### src/rtl/spike_stim_monitor.sv
// Spike traffic generator (4-phase req/ack into the network inputs) and
// saturating spike counter with ack return on the network outputs.
module spike_stim_monitor #(
  parameter int NEURON_IN   = 4,
  parameter int NEURON_OUT  = 2,
  parameter int DELAY_W     = 16,
  parameter int NSPK_W      = 8,
  parameter int CNT_W       = 8,
  parameter int SYNC_STAGES = 2,
  localparam int IDX_W      = (NEURON_IN > 1) ? $clog2(NEURON_IN) : 1
) (
  input  logic                        clk,
  input  logic                        rst,
  input  logic                        start,
  input  logic [1:0]                  mode,
  input  logic [IDX_W-1:0]            start_idx,
  input  logic [DELAY_W-1:0]          delay,
  input  logic [NSPK_W-1:0]           num_spikes,
  input  logic                        clear_cnt,
  output logic [NEURON_IN-1:0]        req_in,
  input  logic [NEURON_IN-1:0]        ack_in,
  input  logic [NEURON_OUT-1:0]       req_out,
  output logic [NEURON_OUT-1:0]       ack_out,
  output logic [NEURON_OUT*CNT_W-1:0] counter,
  output logic                        busy,
  output logic                        done
);

  typedef enum logic [1:0] {ST_IDLE, ST_ISSUE, ST_WAIT, ST_DONE} state_t;

  function automatic logic [IDX_W-1:0] advance_idx(input logic [IDX_W-1:0] idx,
                                                   input logic [1:0] m);
    logic [IDX_W-1:0] r;
    r = idx;
    case (m)
      2'd0: begin
        if (idx == IDX_W'(NEURON_IN - 1)) r = '0;
        else                              r = idx + IDX_W'(1);
      end
      2'd1: begin
        if (idx == '0) r = IDX_W'(NEURON_IN - 1);
        else           r = idx - IDX_W'(1);
      end
      default: r = idx;
    endcase
    return r;
  endfunction

  logic [SYNC_STAGES-1:0][NEURON_IN-1:0]  ack_sync_r;
  logic [SYNC_STAGES-1:0][NEURON_OUT-1:0] req_sync_r;
  logic [NEURON_IN-1:0]  ack_in_s;
  logic [NEURON_OUT-1:0] req_out_s;
  logic [NEURON_OUT-1:0] req_out_prev_r;
  logic [NEURON_OUT-1:0] rise_s;

  state_t               state_r, state_next_s;
  logic [IDX_W-1:0]     idx_r, idx_next_s;
  logic [NSPK_W-1:0]    rem_r, rem_next_s;
  logic [DELAY_W-1:0]   timer_r, timer_next_s;
  logic [DELAY_W-1:0]   delay_r, delay_next_s;
  logic [1:0]           mode_r, mode_next_s;
  logic [IDX_W-1:0]     start_idx_mod_s;
  logic [NEURON_IN-1:0] target_s, chan_free_s, set_req_s;
  logic [NEURON_IN-1:0] req_in_r;
  logic [NEURON_OUT-1:0] ack_out_r;
  logic [CNT_W-1:0]     cnt_r [NEURON_OUT];
  logic                 busy_r, done_r;

  assign ack_in_s        = ack_sync_r[SYNC_STAGES-1];
  assign req_out_s       = req_sync_r[SYNC_STAGES-1];
  assign rise_s          = req_out_s & ~req_out_prev_r;
  assign chan_free_s     = ~req_in_r & ~ack_in_s;
  assign start_idx_mod_s = IDX_W'(int'(start_idx) % NEURON_IN);

  // Synchroniser chains for the asynchronous handshake inputs
  always_ff @(posedge clk) begin
    if (rst) begin
      ack_sync_r <= '0;
      req_sync_r <= '0;
    end else begin
      ack_sync_r <= {ack_sync_r[SYNC_STAGES-2:0], ack_in};
      req_sync_r <= {req_sync_r[SYNC_STAGES-2:0], req_out};
    end
  end

  // Channel mask addressed by the current issue
  always_comb begin
    target_s = '0;
    if (mode_r == 2'd3) target_s = '1;
    else                target_s = NEURON_IN'(1) << idx_r;
  end

  // Burst sequencer next-state logic
  always_comb begin
    state_next_s = state_r;
    idx_next_s   = idx_r;
    rem_next_s   = rem_r;
    timer_next_s = timer_r;
    delay_next_s = delay_r;
    mode_next_s  = mode_r;
    set_req_s    = '0;
    case (state_r)
      ST_IDLE: begin
        if (start) begin
          idx_next_s   = start_idx_mod_s;
          rem_next_s   = num_spikes;
          mode_next_s  = mode;
          delay_next_s = (delay == '0) ? DELAY_W'(1) : delay;
          state_next_s = (num_spikes == '0) ? ST_DONE : ST_ISSUE;
        end else begin
          state_next_s = ST_IDLE;
        end
      end
      ST_ISSUE: begin
        // Broadcast only fires when every channel is free at once
        if ((chan_free_s & target_s) == target_s) begin
          set_req_s    = target_s;
          timer_next_s = delay_r;
          rem_next_s   = rem_r - NSPK_W'(1);
          state_next_s = ST_WAIT;
        end else begin
          state_next_s = ST_ISSUE;
        end
      end
      ST_WAIT: begin
        if (timer_r <= DELAY_W'(1)) begin
          if (rem_r == '0) begin
            state_next_s = ST_DONE;
          end else begin
            idx_next_s   = advance_idx(idx_r, mode_r);
            state_next_s = ST_ISSUE;
          end
        end else begin
          timer_next_s = timer_r - DELAY_W'(1);
        end
      end
      ST_DONE: state_next_s = ST_IDLE;
      default: state_next_s = ST_IDLE;
    endcase
  end

  // Sequencer state and registered status outputs
  always_ff @(posedge clk) begin
    if (rst) begin
      state_r <= ST_IDLE;
      idx_r   <= '0;
      rem_r   <= '0;
      timer_r <= '0;
      delay_r <= '0;
      mode_r  <= 2'd0;
      busy_r  <= 1'b0;
      done_r  <= 1'b0;
    end else begin
      state_r <= state_next_s;
      idx_r   <= idx_next_s;
      rem_r   <= rem_next_s;
      timer_r <= timer_next_s;
      delay_r <= delay_next_s;
      mode_r  <= mode_next_s;
      busy_r  <= (state_next_s != ST_IDLE);
      done_r  <= (state_next_s == ST_DONE);
    end
  end

  // Input-side handshakes complete on their own once a request is raised
  always_ff @(posedge clk) begin
    if (rst) begin
      req_in_r <= '0;
    end else begin
      for (int i = 0; i < NEURON_IN; i++) begin
        if (set_req_s[i])     req_in_r[i] <= 1'b1;
        else if (ack_in_s[i]) req_in_r[i] <= 1'b0;
        else                  req_in_r[i] <= req_in_r[i];
      end
    end
  end

  // Output-side ack return and saturating spike counters
  always_ff @(posedge clk) begin
    if (rst) begin
      req_out_prev_r <= '0;
      ack_out_r      <= '0;
      for (int k = 0; k < NEURON_OUT; k++) cnt_r[k] <= '0;
    end else begin
      req_out_prev_r <= req_out_s;
      for (int k = 0; k < NEURON_OUT; k++) begin
        if (rise_s[k])          ack_out_r[k] <= 1'b1;
        else if (!req_out_s[k]) ack_out_r[k] <= 1'b0;
        else                    ack_out_r[k] <= ack_out_r[k];
        if (clear_cnt)                            cnt_r[k] <= '0;
        else if (rise_s[k] && (cnt_r[k] != '1))   cnt_r[k] <= cnt_r[k] + CNT_W'(1);
        else                                      cnt_r[k] <= cnt_r[k];
      end
    end
  end

  for (genvar g = 0; g < NEURON_OUT; g++) begin : g_cnt
    assign counter[g*CNT_W +: CNT_W] = cnt_r[g];
  end

  assign req_in  = req_in_r;
  assign ack_out = ack_out_r;
  assign busy    = busy_r;
  assign done    = done_r;

endmodule

### config.mk
export PLATFORM = sky130hd
export DESIGN_NAME = spike_stim_monitor
export DESIGN_NICKNAME = d
export VERILOG_FILES = /design/src/rtl/spike_stim_monitor.sv
export SDC_FILE = /design/constraint.sdc
export NUM_CORES = 1
export LEC_CHECK = 0
export CAP_MARGIN = 20
export CORE_AREA = 5 5 122 124
export CTS_CLUSTER_SIZE = 20
export DETAILED_ROUTE_END_ITERATION = 8
export DIE_AREA = 0 0 127 129
export GPL_TIMING_DRIVEN = 0
export PLACE_DENSITY_LB_ADDON = 0.2
export REMOVE_ABC_BUFFERS = 1
export SETUP_SLACK_MARGIN = 0.02
export SYNTH_ARGS = -nofsm -noshare
export SYNTH_HDL_FRONTEND = slang
export SYNTH_SLANG_ARGS = --single-unit
### constraint.sdc
create_clock -name clk -period 6.3 [get_ports clk]
set_input_delay 0.945 -clock clk [delete_from_list [all_inputs] [get_ports clk]]
set_output_delay 0.945 -clock clk [all_outputs]
set_load 0.02 [all_outputs]
==> reports/results.txt <==
outcome: finished, final reports clean
grt total ovfl: 0
Flop pwr share: 34.7%
Seq/Total Area, Yosys: 46.2%
htree depth: 3
Via Count: 3502
Root Driver: clkbuf_16
synthesized instance count: 461
worst-path fanout max: 29
dpl cell area: 4760 sq um
wire per inst: 14.6 um
Final Hold Fails: 0
Hold Path End: ack_out[1]$_SDFFE_PP0P_
PD cells: 416 nW/um^2
FF-to-FF path depth: 4
Async S/R FF share, synth: 0%
Avg Vias per Cell: 5.04
gr usage total: 12.6%
simple-gate share of the synthesized area: 23.7%
max_slew headroom: 27.3%
Tightest Hold Check Type: flip-flop to flip-flop
Sw Ratio: 37.8%
post-CTS setup buffers: 0
main area contributors after synthesis: dfxtp_1 34%, edfxtp_1 12%, nand2_1 5.5%, a21oi_1 5.3%, nor2_1 4.1%
die area: 16400 sq um
Max Clk Rate: 0.372 GHz
row count: 43
complex-gate fraction of the synthesized area: 20.0%
hpwl dp: 7170 um
core area: 13700 sq um
hold buffers post-CTS: 0
Diodes inserted: 0
RSZ-0062 raised after global routing: no
CP endpoint kind: flip-flop
xor/xnor cell area share of the yosys netlist: 2.42%
EDFF count, synth: 16
adder-cell share of the synthesized area: 2.82%
Final min period: 2.69 ns
share of cells above drive strength 1: 6.02%
cell area after synthesis: 3990 sq um
Synth cell types: 58
final layout net count: 557
Final Cell Area: 5080 sq um
FF-to-FF End: timer_r[10]$_SDFFE_PP0P_
vias in the first global route: 3314
die height: 129 um
largest family of logic cells by synthesized area: simple AND/OR/NAND/NOR gates
class of the most critical setup path: flip-flop to flip-flop
final-layout worst hold slack: 0.438 ns
CP Launch Type: flip-flop
first-pass GRT wire length: 16700 um
cts repair resizes: 0
filler cell count: 1435
Clock Sinks: 84
Max IR drop VDD: 0.194 mV
Max Clock Skew: 0.00555 ns
Psw: 799 uW
CTS tree: yes
Clk network pwr share: 27.4%
Total Wirelength: 10200 um
largest net degree at the start of global routing: 39
Tightest Pin Transition: 1.09 ns
gpl congestion: 0.834
Final Max Tran Viols: 0
FF-to-FF Start: state_r[1]$_SDFF_PP0_
most numerous cell in the Yosys netlist: dfxtp_1
Comb pwr share: 37.8%
Main synth FF type: dfxtp_1
number of port buffers: 61
hold_sp: req_out_prev_r[1]$_SDFF_PP0_
mux contribution to synthesized area: 0.502%
Worst EP required: 6.56 ns
Final period util: 42.6%
Post-DRT Antenna Nets: 0
initial antenna violation count: 0
Yosys reg bits: 84
number of buffers created by CTS: 9
Bufs on Longest Clock Path: 2
Leakage: 1.80 nW
Critical Path AT: 2.95 ns
Worst R2R Setup Slack: 3.61 ns
Max-Cap Viols: 0
Clk Latency, worst-skew pair: 0.34 ns
syn avg cell area: 8.65 sq um
Commonest cells post-synth: 68 x dfxtp_1, 58 x nand2_1, 44 x nor2_1, 42 x a21oi_1
I/O pins: 62
Hold Path Stages: 1
Setup TNS: 0 ns
Chip Width: 127 um
drt pass-1 iters: 4
Synth top area share: 34.1%
final core occ: 37.2%
# setup viols final: 0
dominant cell type by area after synthesis: dfxtp_1
Initial Util: 29.2%
Area Overhead vs Synth: 27.4%
warnings from Yosys: 0
DR iter-0 viols: 172
DRC Markers: 0
Int Pwr: 1.31 mW
Reg clk slew, reported paths: 0.06 ns
-- through the flow --
stage	total power, mW	setup WS, ns	instances
2_1_floorplan	1.28	3.42	435
3_3_place_gp	1.52	1.57	676
3_5_place_dp	1.54	3.44	679
4_1_cts	2.13	3.59	695
5_1_grt	2.26	3.35	695
6_report	2.11	3.61	695
-- routing by layer --
layer,share of wire [%],GRT usage (%),up-vias
met5,0,0,-
met1,46,16.2,1618
li1,-,-,1770
met3,5.3,3.65,14
met2,47,20.5,100
met4,1.4,3.72,0
-- placed cells by master (no fill, tap or decap), types with 4 or more instances in the layout --
cell type	netlist	routed
dfxtp_1	68	68
clkdlybuf4s50_1	0	60
nand2_1	58	58
nor2_1	44	44
a21oi_1	42	42
nor2b_1	19	19
inv_1	17	17
edfxtp_1	16	16
o21ai_0	15	15
nand3_1	13	13
nor3_1	13	13
ha_1	9	9
clkbuf_16	0	9
nor4_1	8	8
o22ai_1	7	7
or3_1	7	7
xor2_1	7	7
o31ai_1	6	6
nand4_1	5	5
or2_2	5	5
a22oi_1	5	5
a2bb2oi_1	5	5
a211oi_1	5	5
a21boi_0	4	4
xnor2_1	4	4
-- how the worst max path moves through the flow --
stage	cells past startpoint	slack, ns	endpoint	start
4_1_cts	4	3.59	timer_r[15]$_SDFFE_PP0P_	state_r[1]$_SDFF_PP0_
6_report	4	3.61	timer_r[10]$_SDFFE_PP0P_	state_r[1]$_SDFF_PP0_
3_5_place_dp	4	3.44	idx_r[0]$_SDFFE_PP0P_	start
2_1_floorplan	3	3.42	rem_r[1]$_SDFFE_PP0P_	start
3_3_place_gp	6	1.57	busy$_SDFF_PP0_	start
5_1_grt	4	3.35	timer_r[8]$_SDFFE_PP0P_	state_r[1]$_SDFF_PP0_
-- flip-flops by register name, summed over array words and instances (netlist names) --
| register | flops |
|---|---|
| ack_sync_r | 4 |
| req_sync_r | 2 |
| req_out_s | 2 |
| rem_r | 8 |
| idx_r | 2 |
| cnt_r | 16 |
| req_out_prev_r | 2 |
| req_in | 4 |
| ack_in_s | 4 |
| delay_r | 16 |
| timer_r | 16 |
| mode_r | 2 |
| state_r | 2 |
| done | 1 |
| ack_out | 2 |
| busy | 1 |
-- kinds of logic after synthesis --
logic type,after synthesis
flops,84
buf+inv,43
simple gates,192
compound gates,120
mux,2
fa+ha+maj,9
xor+xnor,11
-- area by class of cell --
type	instances	area, sq um	share of cell area, %
clock buffer	9	225	4.43
timing repair buffer	64	648	12.8
clock inverter	7	98.8	1.95
multi-input combinational	334	1980	38.9
tap	180	225	4.43
sequential	84	1840	36.3
inverter	17	63.8	1.26
-- critical path, stage by stage, from the launching register on --
cell and delay, ns:
dfxtp_1 0.46, nand2b_1 0.62, a21oi_1 0.87, o21ai_0 0.40, o22ai_1 0.25
-- power groups by stage --
stage	clock network, mW	registers, mW	logic (mW)
global route	0.617	0.748	0.898
CTS	0.595	0.732	0.802
detailed placement	0	0.743	0.797
global placement	0	0.740	0.783
floorplan	0	0.738	0.545
finish	0.580	0.733	0.799
No activity file was read; power rests on OpenSTA's default activity.
